===== src/rtl/corr_search_ctrl_pkg.sv =====
// corr_search_ctrl_pkg: shared widths, sweep defaults and sequencer state encoding
package corr_search_ctrl_pkg;
    localparam int COORD_W = 13;
    localparam int SCORE_W = 24;
    localparam int SEARCH_H_RES = 640;
    localparam int SEARCH_V_RES = 480;
    localparam int TIMEOUT = 65535;
    typedef enum logic [2:0] {S_IDLE, S_ISSUE, S_WAIT, S_UPDATE, S_DONE} state_t;
endpackage


===== src/rtl/corr_best_tracker.sv =====
// corr_best_tracker: best-score compare-and-load plus saturating position count
module corr_best_tracker #(
    parameter int COORD_W = 13,
    parameter int SCORE_W = 24
) (
    input  logic               clk,
    input  logic               rst,
    input  logic               clr_cnt,
    input  logic               init,
    input  logic               upd,
    input  logic [COORD_W-1:0] init_x,
    input  logic [COORD_W-1:0] init_y,
    input  logic [COORD_W-1:0] x,
    input  logic [COORD_W-1:0] y,
    input  logic [SCORE_W-1:0] score,
    output logic [COORD_W-1:0] best_x,
    output logic [COORD_W-1:0] best_y,
    output logic [SCORE_W-1:0] best_score,
    output logic [15:0]        count
);
    logic valid;
    logic take;
    // strict compare: ties keep the earlier raster position
    always_comb take = upd && (!valid || score > best_score);
    always_ff @(posedge clk) begin
        if (rst) begin
            valid <= 1'b0;
            best_x <= '0;
            best_y <= '0;
            best_score <= '0;
            count <= '0;
        end else begin
            if (clr_cnt) count <= '0;
            else if (upd && count != 16'hFFFF) count <= count + 16'd1;
            if (init) begin
                valid <= 1'b0;
                best_x <= init_x;
                best_y <= init_y;
                best_score <= '0;
            end else if (take) begin
                valid <= 1'b1;
                best_x <= x;
                best_y <= y;
                best_score <= score;
            end
        end
    end
endmodule


===== src/rtl/corr_search_ctrl.sv =====
// corr_search_ctrl: raster-sweep sequencer driving the correlator and tracking the best match
module corr_search_ctrl #(
    parameter int COORD_W = corr_search_ctrl_pkg::COORD_W,
    parameter int SCORE_W = corr_search_ctrl_pkg::SCORE_W,
    parameter int TIMEOUT = corr_search_ctrl_pkg::TIMEOUT
) (
    input  logic               iCLK,
    input  logic               iRST,
    input  logic               iStart,
    input  logic [COORD_W-1:0] iXmin,
    input  logic [COORD_W-1:0] iYmin,
    input  logic [COORD_W-1:0] iXmax,
    input  logic [COORD_W-1:0] iYmax,
    input  logic [3:0]         iStep,
    output logic               oCorrStart,
    output logic [COORD_W-1:0] oXstart,
    output logic [COORD_W-1:0] oYstart,
    input  logic               iCorrDone,
    input  logic [SCORE_W-1:0] iCorrScore,
    output logic               oBusy,
    output logic               oDone,
    output logic               oError,
    output logic [COORD_W-1:0] oBestX,
    output logic [COORD_W-1:0] oBestY,
    output logic [SCORE_W-1:0] oBestScore,
    output logic [15:0]        oCount
);
    import corr_search_ctrl_pkg::*;
    localparam int WD_W = $clog2(TIMEOUT + 1);
    state_t state, next_state;
    logic [COORD_W-1:0] xmin, xmax, ymax;
    logic [3:0] step;
    logic [WD_W-1:0] wd;
    logic [SCORE_W-1:0] score_q;
    logic [COORD_W:0] xn, yn;
    logic accept, bad, x_ok, y_ok, timeout, init, upd, set_err;

    always_ff @(posedge iCLK) begin
        if (iRST) state <= S_IDLE;
        else state <= next_state;
    end

    always_comb begin
        next_state = state;
        case (state)
            S_IDLE:   if (iStart) next_state = bad ? S_DONE : S_ISSUE;
            S_ISSUE:  next_state = S_WAIT;
            S_WAIT:   next_state = iCorrDone ? S_UPDATE : (timeout ? S_DONE : S_WAIT);
            S_UPDATE: next_state = (x_ok || y_ok) ? S_ISSUE : S_DONE;
            default:  next_state = S_IDLE;
        endcase
    end

    // next-position sums carry an extra bit so a window ending at the top coordinate cannot wrap
    always_comb begin
        accept = state == S_IDLE && iStart;
        bad = iXmin > iXmax || iYmin > iYmax;
        xn = (COORD_W+1)'(oXstart) + (COORD_W+1)'(step);
        yn = (COORD_W+1)'(oYstart) + (COORD_W+1)'(step);
        x_ok = xn <= (COORD_W+1)'(xmax);
        y_ok = yn <= (COORD_W+1)'(ymax);
        timeout = wd == WD_W'(TIMEOUT - 1);
        init = accept && !bad;
        upd = state == S_UPDATE;
        set_err = (accept && bad) || (state == S_WAIT && !iCorrDone && timeout);
    end

    always_ff @(posedge iCLK) begin
        if (iRST) begin
            oCorrStart <= 1'b0;
            oBusy <= 1'b0;
            oDone <= 1'b0;
            oError <= 1'b0;
            oXstart <= '0;
            oYstart <= '0;
            xmin <= '0;
            xmax <= '0;
            ymax <= '0;
            step <= 4'd1;
            wd <= '0;
            score_q <= '0;
        end else begin
            oCorrStart <= next_state == S_ISSUE;
            oBusy <= next_state != S_IDLE;
            oDone <= next_state == S_DONE;
            oError <= accept ? bad : (oError || set_err);
            wd <= state == S_WAIT ? wd + WD_W'(1) : '0;
            if (state == S_WAIT && iCorrDone) score_q <= iCorrScore;
            if (accept) begin
                xmin <= iXmin;
                xmax <= iXmax;
                ymax <= iYmax;
                step <= iStep == 4'd0 ? 4'd1 : iStep;
            end
            if (init) begin
                oXstart <= iXmin;
                oYstart <= iYmin;
            end else if (upd && x_ok) begin
                oXstart <= xn[COORD_W-1:0];
            end else if (upd && y_ok) begin
                oXstart <= xmin;
                oYstart <= yn[COORD_W-1:0];
            end
        end
    end

    corr_best_tracker #(.COORD_W(COORD_W), .SCORE_W(SCORE_W)) u_tracker (
        .clk(iCLK),
        .rst(iRST),
        .clr_cnt(accept),
        .init(init),
        .upd(upd),
        .init_x(iXmin),
        .init_y(iYmin),
        .x(oXstart),
        .y(oYstart),
        .score(score_q),
        .best_x(oBestX),
        .best_y(oBestY),
        .best_score(oBestScore),
        .count(oCount)
    );
endmodule


===== config.mk =====
export PLATFORM = sky130hd
export DESIGN_NAME = corr_search_ctrl
export DESIGN_NICKNAME = d
export VERILOG_FILES = /design/src/rtl/corr_search_ctrl_pkg.sv /design/src/rtl/corr_best_tracker.sv /design/src/rtl/corr_search_ctrl.sv
export SDC_FILE = /design/constraint.sdc
export NUM_CORES = 1
export LEC_CHECK = 0
export CAP_MARGIN = 0
export CORE_AREA = 2 2 136 138
export DETAILED_ROUTE_END_ITERATION = 6
export DIE_AREA = 0 0 138 140
export PLACE_DENSITY = 0.84
export SLEW_MARGIN = 20
export SYNTH_ARGS = -nofsm -noshare
export SYNTH_HDL_FRONTEND = slang
export SYNTH_SLANG_ARGS = --single-unit

===== constraint.sdc =====
create_clock -name iCLK -period 8.7 [get_ports iCLK]
set_clock_uncertainty 0.1 [all_clocks]
set_input_delay 2.175 -clock iCLK [delete_from_list [all_inputs] [get_ports iCLK]]
set_output_delay 2.175 -clock iCLK [all_outputs]
set_load 0.1 [all_outputs]

==> results of run 1 <==
-- synth_stat cells, drive strengths merged, types with 10 or more instances --
master	number	share of area
xnor2	30	0.026
a311oi	13	0.011
nand2	166	0.063
inv	128	0.048
nand4	25	0.016
or3	14	0.0088
a221oi	18	0.021
o2bb2a	12	0.012
clkbuf	41	0.015
o21ai	33	0.017
dfxtp	183	0.37
a21o	12	0.0090
nand3	52	0.026
ha	87	0.11
buf	19	0.010
o221ai	12	0.011
mux2i	26	0.026
a21oi	114	0.058
nor3	10	0.0050
nor2	93	0.035
xor2	19	0.017
-- sequential cells by signal, indices dropped and copies added, names as in the netlist --
| signal | cells |
|---|---|
| oBusy | 1 |
| oCorrStart | 1 |
| oDone | 1 |
| oError | 1 |
| oXstart | 13 |
| oYstart | 13 |
| score_q | 24 |
| state | 3 |
| step | 4 |
| u_tracker.best_score | 24 |
| u_tracker.best_x | 13 |
| u_tracker.best_y | 13 |
| u_tracker.count | 16 |
| u_tracker.valid | 1 |
| wd | 16 |
| xmax | 13 |
| xmin | 13 |
| ymax | 13 |
-- report_power, final --
part | leakage [nW] | switching (mW) | internal, mW | total [mW]
logic | 3.10 | 0.434 | 0.212 | 0.646
clock network | 0.292 | 0.369 | 0.416 | 0.784
registers | 1.49 | 0.0421 | 0.884 | 0.927
-- final timing paths --
kind	startpoint	end	slack, ns
worst max register to register	step[0]	oCorrStart	3.83
worst min register to register	xmax[7]	xmax[7]	0.36
worst min-delay path	xmax[7]	xmax[7]	0.36
worst max-delay path	iXmax[7]	u_tracker.best_x[11]	3.07
-- kinds of logic (layout without fill, tap and decap cells) --
logic type | after synthesis | count (layout) | synth area share
xor gates and xnor gates | 49 | 49 | 0.0431
and+or+nand+nor | 420 | 420 | 0.199
muxes | 26 | 26 | 0.0261
buffers and inverters | 188 | 345 | 0.0741
adders and majority gates | 89 | 89 | 0.113
AOI/OAI and AO/OA | 254 | 254 | 0.176
DFF | 183 | 183 | 0.368
-- stage by stage --
| stage | setup slack [ns] | hold WS, ns | total power [mW] | instance area [sq um] | instances |
|---|---|---|---|---|---|
| final | 3.07 | 0.359 | 2.36 | 12500 | 1595 |
| after global routing | 2.84 | 0.375 | 2.45 | 12500 | 1595 |
| after CTS | 3.11 | 0.359 | 2.36 | 12500 | 1595 |
| after detailed placement | 2.67 | 0.348 | 1.58 | 11900 | 1563 |
| after global placement | 2.76 | 0.341 | 1.57 | 11800 | 1563 |
| after floorplan | 4.11 | 0.333 | 1.40 | 9960 | 1209 |
-- routing by layer --
| layer | vias up | global-route usage | wire length [microns] | share of wire |
|---|---|---|---|---|
| met5 | - | 0 | 0 | 0 |
| met4 | 0 | 0.0913 | 646 | 0.024 |
| met3 | 52 | 0.0868 | 2340 | 0.086 |
| met2 | 359 | 0.467 | 12700 | 0.47 |
| met1 | 4321 | 0.343 | 11500 | 0.42 |
| li1 | 4468 | - | - | - |
-- tightest hold or removal path, stage by stage, from the launching register on --
cell     delay (ns)
dfxtp_1        0.31
nand2_1        0.05
a21oi_1        0.05
-- area by class of cell --
class	instances	area, sq um
fillers	1419	5330
multi-input cells	838	5590
flip-flops and latches	183	3660
clock inverters	14	161
clock buffers	18	439
repair buffers	185	1830
well taps	229	287
inverters	128	480
==> impl_results.md, run 1 <==
- Hold_buf cts: 0
- Sequential area share after synthesis: 0.368
- Ant. Diodes: 0
- Critical Path Fanout Max: 45
- WP buf/inv: 3
- Via density: just under 6
- H-Tree Depth: 4
- Slew Limit Fails: 0
- CP Capture Type: register
- DP Wirelength: 19,300 microns
- Clock-pin slew on the worst setup and hold paths: around 0.07 ns
- Die Span Y: around 140 microns
- Total number of vias: between 9,000 and 10,000
- Crit path cell chain: clkdlybuf4s50_1 > inv_1 > ha_1 > nand4_1 > or4_1 > o21ai_1 > nand3_2 > buf_4 > and2_1 > a221oi_1
- Commonest non-fill, non-tap cell in the layout: dfxtp_1
- Leakage: 4.88 nW
- # Max-Cap Violations: 0
- Initial DRC count: around 720
- Yosys warning count: 0
- Endpoints failing hold: 0
- Core Area: approximately 0.018 sq mm
- Max stage delay cell, worst path: nand3_2
- Hold Path Depth: 2
- Later-pin clock latency in the skew report: between 0.4 and 0.5 ns
- Cell Pwr Density: between 150 and 200 mW/mm^2
- CTS tree: yes
- Worst-margin pin slew: approximately 1.1 ns
- Clock Sinks: approximately 180
- Post-Syn Area: ~0.010 sq mm
- DIE WIDTH: around 140 microns
- Netlist cell types: between 70 and 80
- Largest net degree at the start of global routing: 80
- Final core utilization: 0.700
- Antenna-violating nets left: 0
- Worst R2R Path Depth: 16
- Initial antenna violation count: 0
- Setup TNS: 0 ns
- Hold crit path type: register to register
- Share of cells above drive strength 1: 0.0483
- I/O Buffers: between 150 and 200
- Vias in the first global route: ~8,900
- Post-synth ARST share: 0
- Worst path max stage delay: approximately 0.76 ns
- Final WL: 27,200 microns
- Clock buffer depth: 2
- Final worst path period share: 0.647
- Req. time, crit path: 8.94 ns
- WS Path Type: input port to register
- Fin nets: 1,526
- Final setup viols: 0
- Num rows: between 40 and 50
- Post-CTS setup buffer count: 0
- Syn_nets: between 1,000 and 1,500
- Critical Path Source Type: input port
- Drc violations: 0
- Worst vdd rail ir drop: approximately 0.00016 V
- Prevailing post-synth register cell: dfxtp_1
- Total track usage: 0.279
- CTS resizes: 0
- Cell chosen for the clock root: clkbuf_16
- Syn avg cell area: roughly 8 sq um
- CTS buffer count: 17
- Fmax: approximately 180 MHz
- Wire per inst: around 17 microns
- Status: completed
- Cells after Synth: 1,209
- Fin crit period: around 5.6 ns
- Die area: about 0.019 sq mm
- GRT overflow: 0
- Initial DRT Pass Iterations: 5
- WP data arrival: roughly 6 ns
- Synthesized flop and latch total: 183
- # IOs: 180
- Max-slew headroom: 0.291
- Crit path max-delay family: simple AND/OR/NAND/NOR gates
- First-pass GRT wire length: 44,100 microns
- RePlAce Congestion: 0.900
- Post-synth EDFFs: 0
- Initial Util: 0.560
- Most frequent cells in the layout: dfxtp_1, clkdlybuf4s50_1, nand2_1, inv_1, a21oi_1
- Cell count along the critical path: 10
- P&R area growth vs syn: 25.1%
- RSZ-0062 raised after global routing: no
Power figures use the tool's default switching activity.
==> run 2, diff against run 1 <==
- CORE_AREA: 2 2 136 138 -> 2 2 148 150
- DIE_AREA: 0 0 138 140 -> 0 0 150 152
- PLACE_DENSITY: 0.84 -> 0.76
- clock period: 8.7 -> 4.95 ns (I/O delays scaled with it)
==> impl_results.md, run 2 (synthesis gave the netlist of run 1 again) <==
- Max-slew headroom: 0.283 (was 0.291)
- CP Capture Type: register (unchanged)
- Final WL: 27,900 microns (was 27,200 microns)
- Clock power share: 0.331 (was 0.333)
- Max stage delay cell, worst path: o211ai_4 (was nand3_2)
- CTS tree: yes (unchanged)
- Critical Path Source Type: register (was input port)
- Num rows: 54 (was 49)
- DP Cell Count: 1,621 (was 1,563)
- # Max-Cap Violations: 0 (unchanged)
- CTS buffer count: 17 (unchanged)
- DP Wirelength: 20,400 microns (was 19,300 microns)
- Fin crit period: about 4.6 ns
- Gate power share: 0.276 (was 0.274)
- Drc violations: 0 (unchanged)
- Sw Share: 0.361 (was 0.359)
- Later-pin clock latency in the skew report: 0.44 ns (about the same)
- WP data arrival: 4.85 ns (was 5.87 ns)
- Share of cells above drive strength 1: 0.0532 (was 0.0483)
- Setup TNS: 0 ns (unchanged)
- WP buf/inv: 1 (was 3)
- GRT overflow: 0 (unchanged)
- Most used cell, CP: ha_1
- Fmax: 217 MHz
- Crit path max-delay family: compound AO/OA/AOI/OAI gates (was simple AND/OR/NAND/NOR gates)
- Clock-pin slew on the worst setup and hold paths: 0.08 ns (was 0.07 ns)
- Hold_buf cts: 0 (unchanged)
- DIE WIDTH: 150 microns (was 138 microns)
- Die area: 0.0228 sq mm (was 0.0193 sq mm)
- Power share of the sequential group: 0.393 (about the same)
- Initial antenna violation count: 0 (unchanged)
- WS Path Type: register to register (was input port to register)
- # IOs: 180 (unchanged)
- Core Area: 0.0214 sq mm (was 0.0178 sq mm)
- P&R area growth vs syn: 26.2% (was 25.1%)
- FILL cells: 1,939 (was 1,419)
- Initial DRT Pass Iterations: 5 (unchanged)
- Cell Pwr Density: 330 mW/mm^2 (was 189 mW/mm^2)
- Sequential Area: 0.00366 sq mm (unchanged)
- First-pass GRT wire length: 44,400 microns (was 44,100 microns)
- Design Power: 4.15 mW (was 2.36 mW)
- Vias in the first global route: 8,745 (was 8,901)
- Sw Pwr: 1.50 mW (was 845 uW)
- Hold crit path type: register to register (unchanged)
- Post-CTS setup buffer count: 0 (unchanged)
- Non-filler instance count after layout: 1,653 (was 1,595)
- RePlAce Congestion: 0.894 (was 0.900)
- Slew Limit Fails: 0 (unchanged)
- Die Span Y: 152 microns (was 140 microns)
- Req. time, crit path: 5.20 ns (was 8.94 ns)
- Worst vdd rail ir drop: 0.000260 V (was 0.000157 V)
- Final setup viols: 0 (unchanged)
- Total track usage: 0.245 (was 0.279)
- Clock Sinks: 183 (unchanged)
- Initial DRC count: 542 (was 721)
- Most frequent cells in the layout: dfxtp_1, clkdlybuf4s50_1, nand2_1, inv_1, a21oi_1 (unchanged)
- Setup ws final: 0.352 ns (was 3.07 ns)
- Pre-CTS setup slack: 0.454 ns (was 2.67 ns)
- Total number of vias: 9,081 (was 9,200)
- Largest registers: score_q: 24 flops, u_tracker.best_score: 24 flops (unchanged)
- Final worst path period share: 0.929
- Initial Util: 0.466 (was 0.560)
- Wire per inst: 16.9 microns (was 17.0 microns)
- Clock buffer depth: 2 (unchanged)
- Worst path max stage delay: 0.80 ns (was 0.76 ns)
- Crit path cell chain: ha_1 > inv_1 > fa_1 > nor2b_1 > o21ai_0 > a21oi_1 > nand4_1 > xnor2_1 > ha_1 > a21o_1 > a2111oi_4 > a21oi_2 > o211ai_4 > o221ai_1 > a221oi_1 (was clkdlybuf4s50_1 > inv_1 > ha_1 > nand4_1 > or4_1 > o21ai_1 > nand3_2 > buf_4 > and2_1 > a221oi_1)
- Cell chosen for the clock root: clkbuf_16 (unchanged)
- Ant. Diodes: 0 (unchanged)
- Status: completed (unchanged)
- Internal power: 2.65 mW (was 1.51 mW)
- Largest net degree at the start of global routing: 94 (was 80)
- Area of the multi-input gates: 0.00558 sq mm (was 0.00559 sq mm)
- I/O Buffers: 179 (unchanged)
- Leakage: 4.91 nW (was 4.88 nW)
- Critical Path Fanout Max: 33 (was 45)
- Worst-margin pin slew: 1.07 ns (was 1.06 ns)
- Endpoints failing hold: 0 (unchanged)
- Fin nets: 1,533 (was 1,526)
- Antenna-violating nets left: 0 (unchanged)
- RSZ-0062 raised after global routing: no (unchanged)
- Via density: 5.49 (was 5.77)
- H-Tree Depth: 4 (unchanged)
- Commonest non-fill, non-tap cell in the layout: dfxtp_1 (unchanged)
- CTS resizes: 0 (unchanged)
run 2: final timing paths:
path	from	endpoint	slack, ns	depth (start not counted)
min	xmax[10]	xmax[10]	0.36	2
min reg2reg	xmax[10]	xmax[10]	0.36	2
max	oXstart[0]	oXstart[10]	0.35	15
max reg2reg	oXstart[0]	oXstart[10]	0.35	15
run 2: layout make-up:
| class | instances | area share |
|---|---|---|
| timing repair buffer | 192 | 0.151 |
| tap | 280 | 0.0279 |
| clock buffer | 17 | 0.0339 |
| sequential | 183 | 0.292 |
| multi-input combinational | 838 | 0.444 |
| inverter | 128 | 0.0382 |
| clock inverter | 15 | 0.0129 |
run 2: worst register-to-register path, stage by stage, from the launching register on:
cell and delay, ns:
dfxtp_1 0.39, ha_1 0.21, inv_1 0.06, fa_1 0.39, nor2b_1 0.11, o21ai_0 0.13
a21oi_1 0.31, nand4_1 0.16, xnor2_1 0.22, ha_1 0.28, a21o_1 0.21, a2111oi_4 0.39
a21oi_2 0.14, o211ai_4 0.80, o221ai_1 0.25, a221oi_1 0.33
run 2: metal layers:
layer | share of wire | vias to the layer above | global-route usage
li1 | - | 4486 | -
met1 | 0.44 | 4240 | 0.316
met2 | 0.46 | 299 | 0.391
met3 | 0.073 | 56 | 0.0649
met4 | 0.029 | 0 | 0.0916
met5 | 0 | - | 0
run 2: through the flow:
step	utilization	hold WS, ns	cell area, sq um
floorplan	-	0.333	9960
global placement	0.561	0.341	12000
detailed placement	0.561	0.348	12000
CTS	0.588	0.358	12600
global route	0.588	0.372	12600
finish	0.588	0.356	12600
run 2: power by group through the flow:
stage | registers [mW] | clock network [mW] | logic (mW)
after floorplan | 1.96 | 0 | 0.497
after global placement | 1.66 | 0 | 1.12
after detailed placement | 1.66 | 0 | 1.13
after CTS | 1.63 | 1.39 | 1.14
after global routing | 1.64 | 1.45 | 1.23
final | 1.63 | 1.37 | 1.14
